**src/rtl/aer_in_hsk.sv**
```systemverilog
// AER input handshake receiver.
// Synchronizes the asynchronous 4-phase request, captures the bundled event word,
// writes it into a downstream FIFO with one strobe per event, and returns the
// acknowledge only once the word has actually been written.
//
//   state | meaning
//   ------+---------------------------------------------------------------
//   REL   | after reset: wait for a settled, low request before accepting
//   IDLE  | waiting for a synchronized request with enable high
//   PUSH  | word captured in fifo_a; write as soon as the FIFO has room
//   HOLD  | written and acknowledged; wait for the request to drop
module aer_in_hsk #(
    parameter int dsize = 8,
    parameter int nsync = 2
) (
    input  logic             clk,
    input  logic             _rst,
    input  logic             aer_req,
    input  logic [dsize-1:0] aer_data,
    output logic             aer_ack,
    input  logic             enable,
    input  logic             fifo_full,
    output logic [dsize-1:0] fifo_a,
    output logic             fifo_wr,
    output logic             stall,
    output logic [15:0]      evt_cnt
);

    typedef enum logic [1:0] {REL, IDLE, PUSH, HOLD} state_t;

    state_t           state_q;
    state_t           state_d;
    logic [nsync-1:0] sync_q;
    logic [nsync-1:0] vld_q;
    logic             req_s;
    logic             ack_d;
    logic             wr_d;
    logic             stall_d;
    logic             load_a;
    logic             inc_cnt;

    assign req_s = sync_q[nsync-1];

    // Request synchronizer. vld_q fills with ones alongside it so REL can tell
    // a genuinely low request apart from the zeros the chain holds after reset.
    always_ff @(posedge clk or negedge _rst) begin
        if (!_rst) begin
            sync_q <= '0;
            vld_q  <= '0;
        end else begin
            sync_q <= {sync_q[nsync-2:0], aer_req};
            vld_q  <= {vld_q[nsync-2:0], 1'b1};
        end
    end

    // State and registered outputs.
    always_ff @(posedge clk or negedge _rst) begin
        if (!_rst) begin
            state_q <= REL;
            aer_ack <= 1'b0;
            fifo_wr <= 1'b0;
            stall   <= 1'b0;
            fifo_a  <= '0;
            evt_cnt <= 16'h0000;
        end else begin
            state_q <= state_d;
            aer_ack <= ack_d;
            fifo_wr <= wr_d;
            stall   <= stall_d;
            if (load_a) begin
                fifo_a <= aer_data;
            end
            if (inc_cnt) begin
                evt_cnt <= evt_cnt + 16'h0001;
            end
        end
    end

    // Next-state and next-output decode.
    always_comb begin
        state_d = state_q;
        ack_d   = aer_ack;
        wr_d    = 1'b0;
        stall_d = stall;
        load_a  = 1'b0;
        inc_cnt = 1'b0;
        unique case (state_q)
            REL: begin
                ack_d   = 1'b0;
                stall_d = 1'b0;
                if (vld_q[nsync-1] && !req_s) begin
                    state_d = IDLE;
                end
            end
            IDLE: begin
                ack_d   = 1'b0;
                stall_d = 1'b0;
                if (req_s && enable) begin
                    load_a  = 1'b1;
                    state_d = PUSH;
                end
            end
            PUSH: begin
                // enable is deliberately ignored here: a captured event always completes.
                if (fifo_full) begin
                    ack_d   = 1'b0;
                    stall_d = 1'b1;
                end else begin
                    wr_d    = 1'b1;
                    ack_d   = 1'b1;
                    stall_d = 1'b0;
                    inc_cnt = 1'b1;
                    state_d = HOLD;
                end
            end
            HOLD: begin
                stall_d = 1'b0;
                if (!req_s) begin
                    ack_d   = 1'b0;
                    state_d = IDLE;
                end else begin
                    ack_d = 1'b1;
                end
            end
            default: begin
                state_d = REL;
            end
        endcase
    end

endmodule

```
**config.mk**
```make
export PLATFORM = sky130hd
export DESIGN_NAME = aer_in_hsk
export DESIGN_NICKNAME = d
export VERILOG_FILES = /design/src/rtl/aer_in_hsk.sv
export SDC_FILE = /design/constraint.sdc
export NUM_CORES = 1
export LEC_CHECK = 0
export BUFFER_PORTS_ARGS = -buffer_cell sky130_fd_sc_hd__buf_2
export CAP_MARGIN = 40
export CORE_AREA = 2 2 57 59
export DETAILED_ROUTE_END_ITERATION = 8
export DIE_AREA = 0 0 59 61
export PLACE_DENSITY = 0.74
export SLEW_MARGIN = 40
export SYNTH_ARGS = -nofsm -noshare
export SYNTH_HDL_FRONTEND = slang
export SYNTH_SLANG_ARGS = --single-unit
```
**constraint.sdc**
```tcl
create_clock -name clk -period 1.76 [get_ports clk]
set_clock_uncertainty 0.1 [all_clocks]
set_input_delay 0 -clock clk [delete_from_list [all_inputs] [get_ports clk]]
set_output_delay 0 -clock clk [all_outputs]
set_load 0.1 [all_outputs]
```
Yosys cells after proc, flatten, opt, wreduce, memory -nomap -nowiden
Index checks and enable logic that the tools add are counted.
{"block": "totals", "ff_bits": 33, "in_bits": 13, "output_inout_bits": 27, "word_cells": 36}
{"block": "op_classes", "add_sub_neg": 1, "n_eq_ne": 7, "muxes": 13, "reduce_logical": 7}
{"operator": "$add 16x1->16 const B", "n": 1}
{"operator": "$mux 2", "n": 4}
{"operator": "$ne 2x2->1 const B", "n": 4}
{"operator": "$pmux 2 s4", "n": 1}
{"operator": "$mux 1", "n": 6}
{"operator": "$eq 2x2->1 const B", "n": 2}
{"operator": "$reduce_and 4->1", "n": 1}
{"operator": "$pmux 1 s3", "n": 1}
{"operator": "$reduce_or 3->1", "n": 1}
{"operator": "$eq 2x1->1 const B", "n": 1}
{"operator": "$logic_and 1x1->1", "n": 2}
{"operator": "$logic_not 2->1", "n": 1}
{"operator": "$pmux 1 s2", "n": 1}
{"operator": "$reduce_or 2->1", "n": 1}
{"operator": "$logic_not 1->1", "n": 1}

Logic depth before layout (Yosys ltp)
Gate-level depths: netlist of the first run.
{"block": "depth", "depth_word": 4, "depth_mapped": 7, "ltp_nobuf": 6}

Worst setup path after synthesis of the first run
Ideal clock, no wire load.
{"block": "synth_path", "path_type": "register to register", "from": "register evt_cnt[0]", "to": "register evt_cnt[14]", "setup_ns": 0.158, "t_arrival_ns": 1.969, "required_time_ns": 1.502, "path_slack_ns": -0.468, "stages_incl_launch_ff": 6, "period_less_slack_ns": 2.228, "path_cell_list": "dfrtp_1 -> ha_1 -> nand4b_1 -> nor3_1 -> nand2_1 -> xnor2_1"}
{"block": "synth_between", "elab_chain_cells": 1}
{"item": "start: declaration", "line": "26", "text": "output logic [15:0] evt_cnt"}
{"item": "start signal: assignment", "line": "74", "text": "evt_cnt <= evt_cnt + 16'h0001;"}
{"item": "$add 16x1->16", "line": "74"}
No other way between the ends.
A chain may end at the register's enable or synchronous reset.

Worst setup path in the final report of the first run
Same ends and word-level chain as after synthesis.

==> results.yml, run 1 <==
run_status:
  status: "finished clean"
timing:
  setup_viol: 0
  slew_violations: 0
  finalCritPeriodShare_pct: 93.42
  setup_ws_ns: 0.1158
  clock.fmax_mhz: 608.2
  maxSlewHeadroom_pct: 52.85
  rsz0062_at_grt: "no"
  hold_viol_final: 0
  min_period_ns: 1.644
  tns_ns: 0
  tightest_slew_ns: 0.7072
setup_path:
  required_ns: 1.88
  end_kind: "register"
  cp.arrival_ns: 1.77
  crit_fanout: 5
  critPathKind: "reg -> reg"
  startpoint_type: "register"
power:
  ir_drop_v: 0.001274
  switching_share_pct: 54.42
  p_seq_share_pct: 33.0
  pwr-share-comb_pct: 54.4
  intPower_w: 0.001555
  power.leakage_nw: 0.9489
  p_per_area_nw_per_um2: 1822
  pwr-share-clk_pct: 12.6
  p_sw_w: 0.001856
detailed_routing:
  drc: 0
  viasPerCell: 5.025
  vias: 1000
  drt_iter0_markers: 20
  drt.antenna.violating_nets: 0
  firstDrtPassIters: 4
  routed_wl_um: 2703
  wl_per_cell_um: 13.58
placed_design:
  dpl.hpwl_um: 1909
  port_buffers: 39
  finalWeightedCongestion: 0.7861
  place_inst: 178
  post-place-ws_ns: 0.04814
cts:
  cts.path.max_buffers: 2
  cts-root-buf: "clkbuf_4"
  worstSkewPairLatency_ns: 0.33
  tritoncts: "yes"
  path_clk_slew_ns: 0.09
  clock_sinks: 33
  numCtsBuffers: 5
  cts_max_level: 2
die:
  start_util_pct: 48.18
  coreArea_um2: 2953
  rows: 20
  pin_count: 40
  dieArea_um2: 3599
  die-height_um: 61
  dieWidth_um: 59
synthesis:
  synth_compound_area_share_pct: 1.935
  ys_ff_latch: 33
  syn_area_per_cell_um2: 13.55
  synthesis.area_um2: 1423
  yosysWarnings: 0
  ys_seq_area_share_pct: 58.05
  synth_simple_gate_area_share_pct: 15.04
  synth.most_common_cell: "dfrtp_1"
  synth_edf_count: 0
  yosys-top-cells-count: "dfrtp_1 (33), mux2_2 (10), nand2_1 (8), xor2_1 (8), xnor2_1 (7)"
  synth_flop_cell: "dfrtp_1"
  yosysTopAreaCell: "dfrtp_1"
  ys_async_sr_fraction_pct: 100.0
  synth_mux_area_share_pct: 8.619
  synth-xor-area-share_pct: 9.235
  synth_top_family_by_area: "simple AND/OR/NAND/NOR gates"
  synthAdderAreaFrac_pct: 5.277
  syn-num-nets: 124
  synthTopCellsByArea: "dfrtp_1 (58%), mux2_2 (7.9%), ha_1 (5.3%)"
  syn_inst: 105
  synth_top_area_share_pct: 58.05
  yosysUniqueCellTypes: 24
final_layout:
  antenna_cells: 0
  drive_gt1_share_pct: 48.80
  multi_input_area_um2: 578.1
  finalNonFillerCells: 199
  n_fill_cell: 253
  area_delta_synth_final_pct: 31.57
  fin_nets: 184
  seq_area_um2: 847.1
global_routing:
  grt_pass1_vias: 960
  grt_pass1_wl_um: 4450
  grt_use_total_pct: 17.63
  grt_overflow: 0
  antenna_found_initial: 0
  grt_max_degree: 34
min_path:
  hold_path_class: "in -> reg"
run:
  cap_viol_max_count: 0
final timing paths:
check                                       start                 endpoint  slack (ns)  cells past startpoint
max                        evt_cnt[0]$_DFFE_PN0P_  evt_cnt[14]$_DFFE_PN0P_        0.12                      5
min                                        enable   state_q[0]$_DFFE_PN0P_        0.05                      5
max reg2reg                evt_cnt[0]$_DFFE_PN0P_  evt_cnt[14]$_DFFE_PN0P_        0.12                      5
min reg2reg                    vld_q[0]$_DFF_PN0_       vld_q[1]$_DFF_PN0_        0.26                      0
max in group asynchronous                    _rst   evt_cnt[0]$_DFFE_PN0P_        0.88                      2
min in group asynchronous                    _rst    fifo_a[2]$_DFFE_PN0P_        0.16                      2
layer usage:
layer	global-route usage, %	wire (um)	vias to the layer above
met4	11.69	70	0
met5	0	0	-
met1	19.73	1178	484
met3	4.478	138	8
met2	29.84	1316	33
li1	-	-	475
critical path: stages, from the launching register on:
cell and delay [ns]:
dfrtp_4 0.47, ha_1 0.25, nand4b_1 0.16, nor3_1 0.32, nand2_1 0.11, xnor2_1 0.14
power groups by stage:
| stage | sequential, W | clock, W | combinational [W] |
|---|---|---|---|
| finish | 0.00112 | 0.000430 | 0.00186 |
| global route | 0.00116 | 0.000489 | 0.00194 |
| CTS | 0.00112 | 0.000454 | 0.00185 |
| detailed placement | 0.00114 | 0 | 0.00183 |
| global placement | 0.00112 | 0 | 0.00180 |
| floorplan | 0.00229 | 0 | 0.000360 |
registers in the layout (all words and copies together) (netlist names):
name,cells
sync_q,2
evt_cnt,16
fifo_wr,1
aer_ack,1
fifo_a,8
vld_q,2
state_q,2
stall,1
kinds of logic after synthesis:
kind of cell / Yosys count
AOI/OAI and AO/OA: 3
DFF: 33
xor gates and xnor gates: 15
and+or+nand+nor: 32
buffers and inverters: 4
adders and majority gates: 6
muxes: 11
other: 1
final cells by class:
cell class / instances / area share, %
repair buffers: 54 / 17.91
inverters: 3 / 0.6016
multi-input cells: 68 / 30.88
well taps: 33 / 2.206
flip-flops and latches: 33 / 45.25
clock buffers: 8 / 3.142
cell usage in the layout, fill, tap and decap left out, types with 2 or more instances in the layout:
cell           count
buf_2             39
nor2_1             5
dfrtp_1           20
clkbuf_4           5
dfrtp_4            2
xnor2_1            7
dfrtp_2           11
dlygate4sd3_1     11
nand4_4            2
inv_1              3
xor2_1             8
ha_1               6
nand2_1            8
mux2_2            10
nand3_1            4
buf_4              4
nand4_1            4
nor3_2             3
clkbuf_1           2
per-stage QoR:
stage	cell area, um2	utilization [%]	hold WS (ns)	power, W
after detailed placement	1684	57.03	-0.004235	0.002963
after CTS	1853	62.75	0.04185	0.003428
final	1872	63.39	0.04738	0.003411
after floorplan	1444	-	-0.3956	0.002646
after global routing	1872	63.39	0.07007	0.003586
after global placement	1684	57.03	-0.01668	0.002918
repair_timing:
action,CTS,global route
endpoints found under the setup margin,0,9
endpoints found under the hold margin,43,0
hold buffers,11,0
setup buffers,0,2
resized for setup,0,2
Note: power is estimated with default switching activity, not from simulation.
==> run 2: changes to the inputs <==
SETUP_SLACK_MARGIN = 0.15   (was default)
==> run 2 against run 1 <==
  * Routed wire length up 4.4%
  * Via count up 2.8%
  * Clock power up 0.9%
  * Final cell count up 1.5%
  * Combinational power up 6%
  * Critical path depth unchanged
  * Die area unchanged
  * Global-route usage down 0.35 points
==> results.yml, run 2 (synthesized netlist as in run 1, its figures left out) <==
setup_path:
  r2r_slack_ns: 0.07
  path_cells: "buf_4 > ha_1 > o21ai_0 > nand2_1 > mux2_2"
  crit_fanout: 4
  cp_num_buf_inv: 1
  startpoint_type: "register"
  end_kind: "register"
  critPathKind: "reg -> reg"
  r2r-start: "state_q[0]$_DFFE_PN0P_"
  cp.arrival_ns: 1.81
  required_ns: 1.88
  critPathMaxStageDelay_ns: 0.43
  reg2reg_to: "state_q[1]$_DFFE_PN0P_"
  reg2reg_depth: 5
  crit_family: "flip-flops"
  cpMaxStageDelayCell: "dfrtp_1"
min_path:
  hold_path_class: "in -> reg"
  hold_end: "fifo_a[1]$_DFFE_PN0P_"
  hp-start: "enable"
  min_path_cells: 3
final_layout:
  regMostFlops: "evt_cnt"
  area_delta_synth_final_pct: 37.91
  n_fill_cell: 224
  final_common_cell: "buf_2"
  final_cell_mix: "buf_2 (39), dfrtp_1 (18), dlygate4sd3_1 (11)"
  drive_gt1_share_pct: 56.80
  design_area_um2: 1962
  largest_reg_flops: 16
  antenna_cells: 0
  reg_top3: "evt_cnt x16, fifo_a x8"
  fin_nets: 187
timing:
  finalCritPeriodShare_pct: 96.11
  clock.fmax_mhz: 591.2
  maxSlewHeadroom_pct: 53.06
  tns_ns: 0
  setup_viol: 0
  slew_violations: 0
  hold_viol_final: 0
  rsz0062_at_grt: "yes"
  min_period_ns: 1.692
  tightest_slew_ns: 0.7041
detailed_routing:
  wl_per_cell_um: 13.97
  routed_wl_um: 2822
  viasPerCell: 5.089
  firstDrtPassIters: 4
  drt_iter0_markers: 31
  drt.antenna.violating_nets: 0
  vias: 1028
  drc: 0
global_routing:
  grt_overflow: 0
  grt_max_degree: 34
  met1_usage_pct: 19.07
  grt_use_total_pct: 17.27
  antenna_found_initial: 0
  gr-usage-met2_pct: 29.84
  grt_pass1_wl_um: 4402
  grt_pass1_vias: 986
  grtUsageMet3_pct: 6.397
  busiest_layer: "met2"
power:
  power.leakage_nw: 0.9589
  ir_drop_v: 0.001202
  pwr-share-clk_pct: 12.2
  p_per_area_nw_per_um2: 1821
  p_sw_w: 0.001925
  intPower_w: 0.001649
  p_seq_share_pct: 32.4
  pwr-share-comb_pct: 55.5
  switching_share_pct: 53.86
die:
  dieWidth_um: 59
  pin_count: 40
  coreArea_um2: 2953
  start_util_pct: 48.18
  rows: 20
  dieArea_um2: 3599
  die-height_um: 61
cts:
  path_clk_slew_ns: 0.09
  cts.path.max_buffers: 2
  cts_max_level: 2
  cts-root-buf: "clkbuf_4"
  numCtsBuffers: 5
  tritoncts: "yes"
  clock_sinks: 33
  worstSkewPairLatency_ns: 0.34
run:
  cap_viol_max_count: 0
placed_design:
  dpl.hpwl_um: 1955
  port_buffers: 39
  finalWeightedCongestion: 0.7537
  place_area_um2: 1715
run_status:
  status: "finished clean"
-- run 2: cell count changes in the layout (fill, tap and decap cells not counted), moves of 2 or more --
cell,before,now
buf_4,4,6
dfrtp_1,20,18
dfrtp_4,2,5
ha_1,6,3
ha_4,0,2
nand3_1,4,1
nand3_2,0,3
-- run 2: power groups by stage --
| stage | Combinational [W] | Clock (W) | Sequential (W) |
|---|---|---|---|
| after floorplan | 0.000379 | 0 | 0.00231 |
| after global placement | 0.00180 | 0 | 0.00115 |
| after detailed placement | 0.00183 | 0 | 0.00116 |
| after CTS | 0.00190 | 0.000450 | 0.00115 |
| after global routing | 0.00208 | 0.000482 | 0.00119 |
| final | 0.00198 | 0.000434 | 0.00116 |
-- run 2: worst max-delay path by stage --
stage	startpoint	end	slack (ns)	cells after the start
after global placement	state_q[1]$_DFFE_PN0P_	fifo_a[0]$_DFFE_PN0P_	0.17	4
final	state_q[0]$_DFFE_PN0P_	state_q[1]$_DFFE_PN0P_	0.07	5
after global routing	state_q[0]$_DFFE_PN0P_	state_q[0]$_DFFE_PN0P_	-0.07	6
after floorplan	evt_cnt[0]$_DFFE_PN0P_	evt_cnt[14]$_DFFE_PN0P_	0.11	5
after CTS	state_q[0]$_DFFE_PN0P_	evt_cnt[12]$_DFFE_PN0P_	0.16	6
after detailed placement	state_q[0]$_DFFE_PN0P_	evt_cnt[15]$_DFFE_PN0P_	0.10	6
-- run 2: worst min-delay path, stage by stage --
cell     delay [ns]
buf_2          0.11
nand3_2        0.17
mux2_2         0.18
-- run 2: area by class of cell --
type	count	area, um2	area share [%]
sequential	33	857.1	43.69
multi-input combinational	68	631.9	32.21
timing repair buffer	57	361.6	18.43
clock buffer	8	58.81	2.997
tap	33	41.29	2.105
inverter	3	11.26	0.5740
-- run 2: layer usage --
layer | share of wire [%] | vias up
met3 | 4.4 | 10
met5 | 0 | -
met4 | 2.4 | 0
met2 | 54 | 24
li1 | - | 484
met1 | 40 | 510
-- run 2: metrics by stage --
| step | worst slack, ns | util, % | std cells | hold WS [ns] | power (W) |
|---|---|---|---|---|---|
| floorplan | 0.1144 | - | 105 | -0.3956 | 0.002690 |
| global placement | 0.1687 | 58.09 | 177 | -0.02303 | 0.002952 |
| finish | 0.06848 | 66.44 | 202 | 0.05897 | 0.003573 |
| CTS | 0.1628 | 64.53 | 198 | 0.05287 | 0.003498 |
| detailed placement | 0.1028 | 58.09 | 177 | -0.006797 | 0.002998 |
| global route | -0.06901 | 66.44 | 202 | 0.06719 | 0.003753 |
-- run 2: what timing repair did --
item / 4_1_cts / 5_1_grt
setup buffers: 2 / 4
gates resized for setup: 2 / 8
hold buffers: 11 / 0
pin swaps: 1 / 6
hold endpoints to repair: 43 / 0
setup endpoints to repair: 16 / 13
==> run 3: changes to the inputs <==
CORE_AREA = 2 2 55 57   (was 2 2 57 59)
CTS_BUF_LIST = sky130_fd_sc_hd__clkbuf_8   (was default)
DIE_AREA = 0 0 57 59   (was 0 0 59 61)
PLACE_DENSITY = 0.79   (was 0.74)
==> run 3 against run 2 <==
  * Clock power increased by 25%
  * Register-to-register slack improved by 0.09 ns
  * Count of clock-buffer cells in the layout decreased by 3
  * Combinational power decreased by 3%
  * Maximum frequency increased by 5.4%
  * Critical path depth increased by 1
  * Design area decreased by 0.32%
  * Sequential power about the same
  * Final cell count decreased by 1.5%
  * Via count decreased by 2.6%
  * Critical endpoint unchanged
==> results.yml, run 3 (synthesized netlist as in run 1, its figures left out) <==
cts:
  cts-root-buf: "clkbuf_8"
  worstSkewPairLatency_ns: 0.29
  cts_max_level: 2
  clock_sinks: 33
  path_clk_slew_ns: 0.07
  tritoncts: "yes"
  cts.path.max_buffers: 2
  numCtsBuffers: 5
setup_path:
  cp.arrival_ns: 1.68
  crit_fanout: 4
  r2r_slack_ns: 0.15
  path_cells: "inv_2 > ha_4 > and2_4 > a221oi_2 > nand2_1 > mux2_2"
  reg2reg_to: "state_q[1]$_DFFE_PN0P_"
  r2r-start: "state_q[0]$_DFFE_PN0P_"
  cpMaxStageDelayCell: "dfrtp_1"
  startpoint_type: "register"
  reg2reg_depth: 6
  crit_family: "flip-flops"
  critPathKind: "reg -> reg"
  required_ns: 1.83
  startpoint: "state_q[0]$_DFFE_PN0P_"
  cp_num_buf_inv: 1
  end_kind: "register"
  critPathMaxStageDelay_ns: 0.42
final_layout:
  fin_util_pct: 72.16
  final_cell_mix: "buf_2 (39), dfrtp_1 (18), dlygate4sd3_1 (11)"
  final_common_cell: "buf_2"
  reg_top3: "evt_cnt x16, fifo_a x8"
  drive_gt1_share_pct: 55.36
  fin_nets: 186
  largest_reg_flops: 16
  antenna_cells: 0
  finalNonFillerCells: 199
  area_delta_synth_final_pct: 37.47
  regMostFlops: "evt_cnt"
detailed_routing:
  drt.antenna.violating_nets: 0
  firstDrtPassIters: 4
  drc: 0
  routed_wl_um: 2820
  wl_per_cell_um: 14.17
  drt_iter0_markers: 22
  viasPerCell: 5.030
  vias: 1001
timing:
  maxSlewHeadroom_pct: 51.03
  rsz0062_at_grt: "yes"
  min_period_ns: 1.605
  slew_violations: 0
  tns_ns: 0
  setup_viol: 0
  whs_ns: 0.1018
  finalCritPeriodShare_pct: 91.20
  clock.fmax_mhz: 623.0
  tightest_slew_ns: 0.7345
  hold_viol_final: 0
  setup_ws_ns: 0.1548
global_routing:
  grt_use_total_pct: 18.30
  grt_pass1_wl_um: 4471
  grtUsageMet3_pct: 5.022
  gr-usage-met2_pct: 28.24
  grt_pass1_vias: 1010
  antenna_found_initial: 0
  met1_usage_pct: 21.92
  grt_overflow: 0
  grt_max_degree: 34
  busiest_layer: "met2"
die:
  dieArea_um2: 3363
  start_util_pct: 52.49
  pin_count: 40
  coreArea_um2: 2710
  die-height_um: 59
  dieWidth_um: 57
  rows: 19
placed_design:
  finalWeightedCongestion: 0.8045
  port_buffers: 39
  place_inst: 175
  post-place-ws_ns: 0.08346
  dpl.hpwl_um: 1913
min_path:
  hold_path_class: "in -> reg"
  min_path_cells: 5
  hold_end: "state_q[0]$_DFFE_PN0P_"
  hp-start: "enable"
power:
  power.leakage_nw: 0.9705
  ir_drop_v: 0.001678
  p_per_area_nw_per_um2: 1855
run_status:
  status: "finished clean"
run:
  cap_viol_max_count: 0
## run 3: changes by cell type in the layout (fill, tap and decap cells not counted), sizes merged
cell / before / now
buf: 46 / 45
clkinv: 0 / 2
inv: 3 / 4
clkbuf: 8 / 5
## run 3: cell type report
type / instances / area [um2]
Sequential cell: 33 / 857.1
Fill cell: 196 / 754.5
Multi-Input combinational cell: 68 / 615.6
Timing Repair Buffer: 56 / 350.3
Clock buffer: 5 / 68.82
Tap cell: 31 / 38.79
Clock inverter: 3 / 13.76
Inverter: 3 / 11.26
## run 3: how the worst max path moves through the flow
stage / to / slack, ns / cells after the start
4_1_cts: state_q[1]$_DFFE_PN0P_ / 0.15 / 6
5_1_grt: state_q[1]$_DFFE_PN0P_ / 0.11 / 6
6_report: state_q[1]$_DFFE_PN0P_ / 0.15 / 6
3_5_place_dp: evt_cnt[15]$_DFFE_PN0P_ / 0.08 / 6
2_1_floorplan: evt_cnt[14]$_DFFE_PN0P_ / 0.11 / 5
3_3_place_gp: evt_cnt[15]$_DFFE_PN0P_ / 0.13 / 6
## run 3: what timing repair did
action / 4_1_cts / 5_1_grt
gates resized for setup: 4 / 2
pin swaps: 1 / 6
hold endpoints to repair: 43 / 0
hold buffers: 11 / 0
setup endpoints to repair: 15 / 10
setup buffers: 2 / 3
## run 3: where the power goes
| group | internal, W | total (W) | switching [W] |
|---|---|---|---|
| logic | 0.000447 | 0.00192 | 0.00148 |
| registers | 0.000974 | 0.00116 | 0.000189 |
| clock network | 0.000268 | 0.000542 | 0.000274 |
## run 3: worst reg2reg max path, delay by kind of cell, from the launching register on
family	cells	cell delay [ns]
flops	1	0.42
mux	1	0.28
simple gates	2	0.27
fa+ha+maj	1	0.17
compound gates	1	0.17
buf+inv	1	0.08
## run 3: layer usage
metal	vias up	routed length [um]
li1	483	-
met1	478	1199
met2	28	1377
met3	12	130
met4	0	113
met5	-	0
## run 3: per-stage QoR
stage          total power [W]  cell area, um2
6_report              0.003628            1956
5_1_grt               0.003774            1956
4_1_cts               0.003607            1929
3_5_place_dp          0.003006            1713
3_3_place_gp          0.002953            1713
2_1_floorplan         0.002690            1483
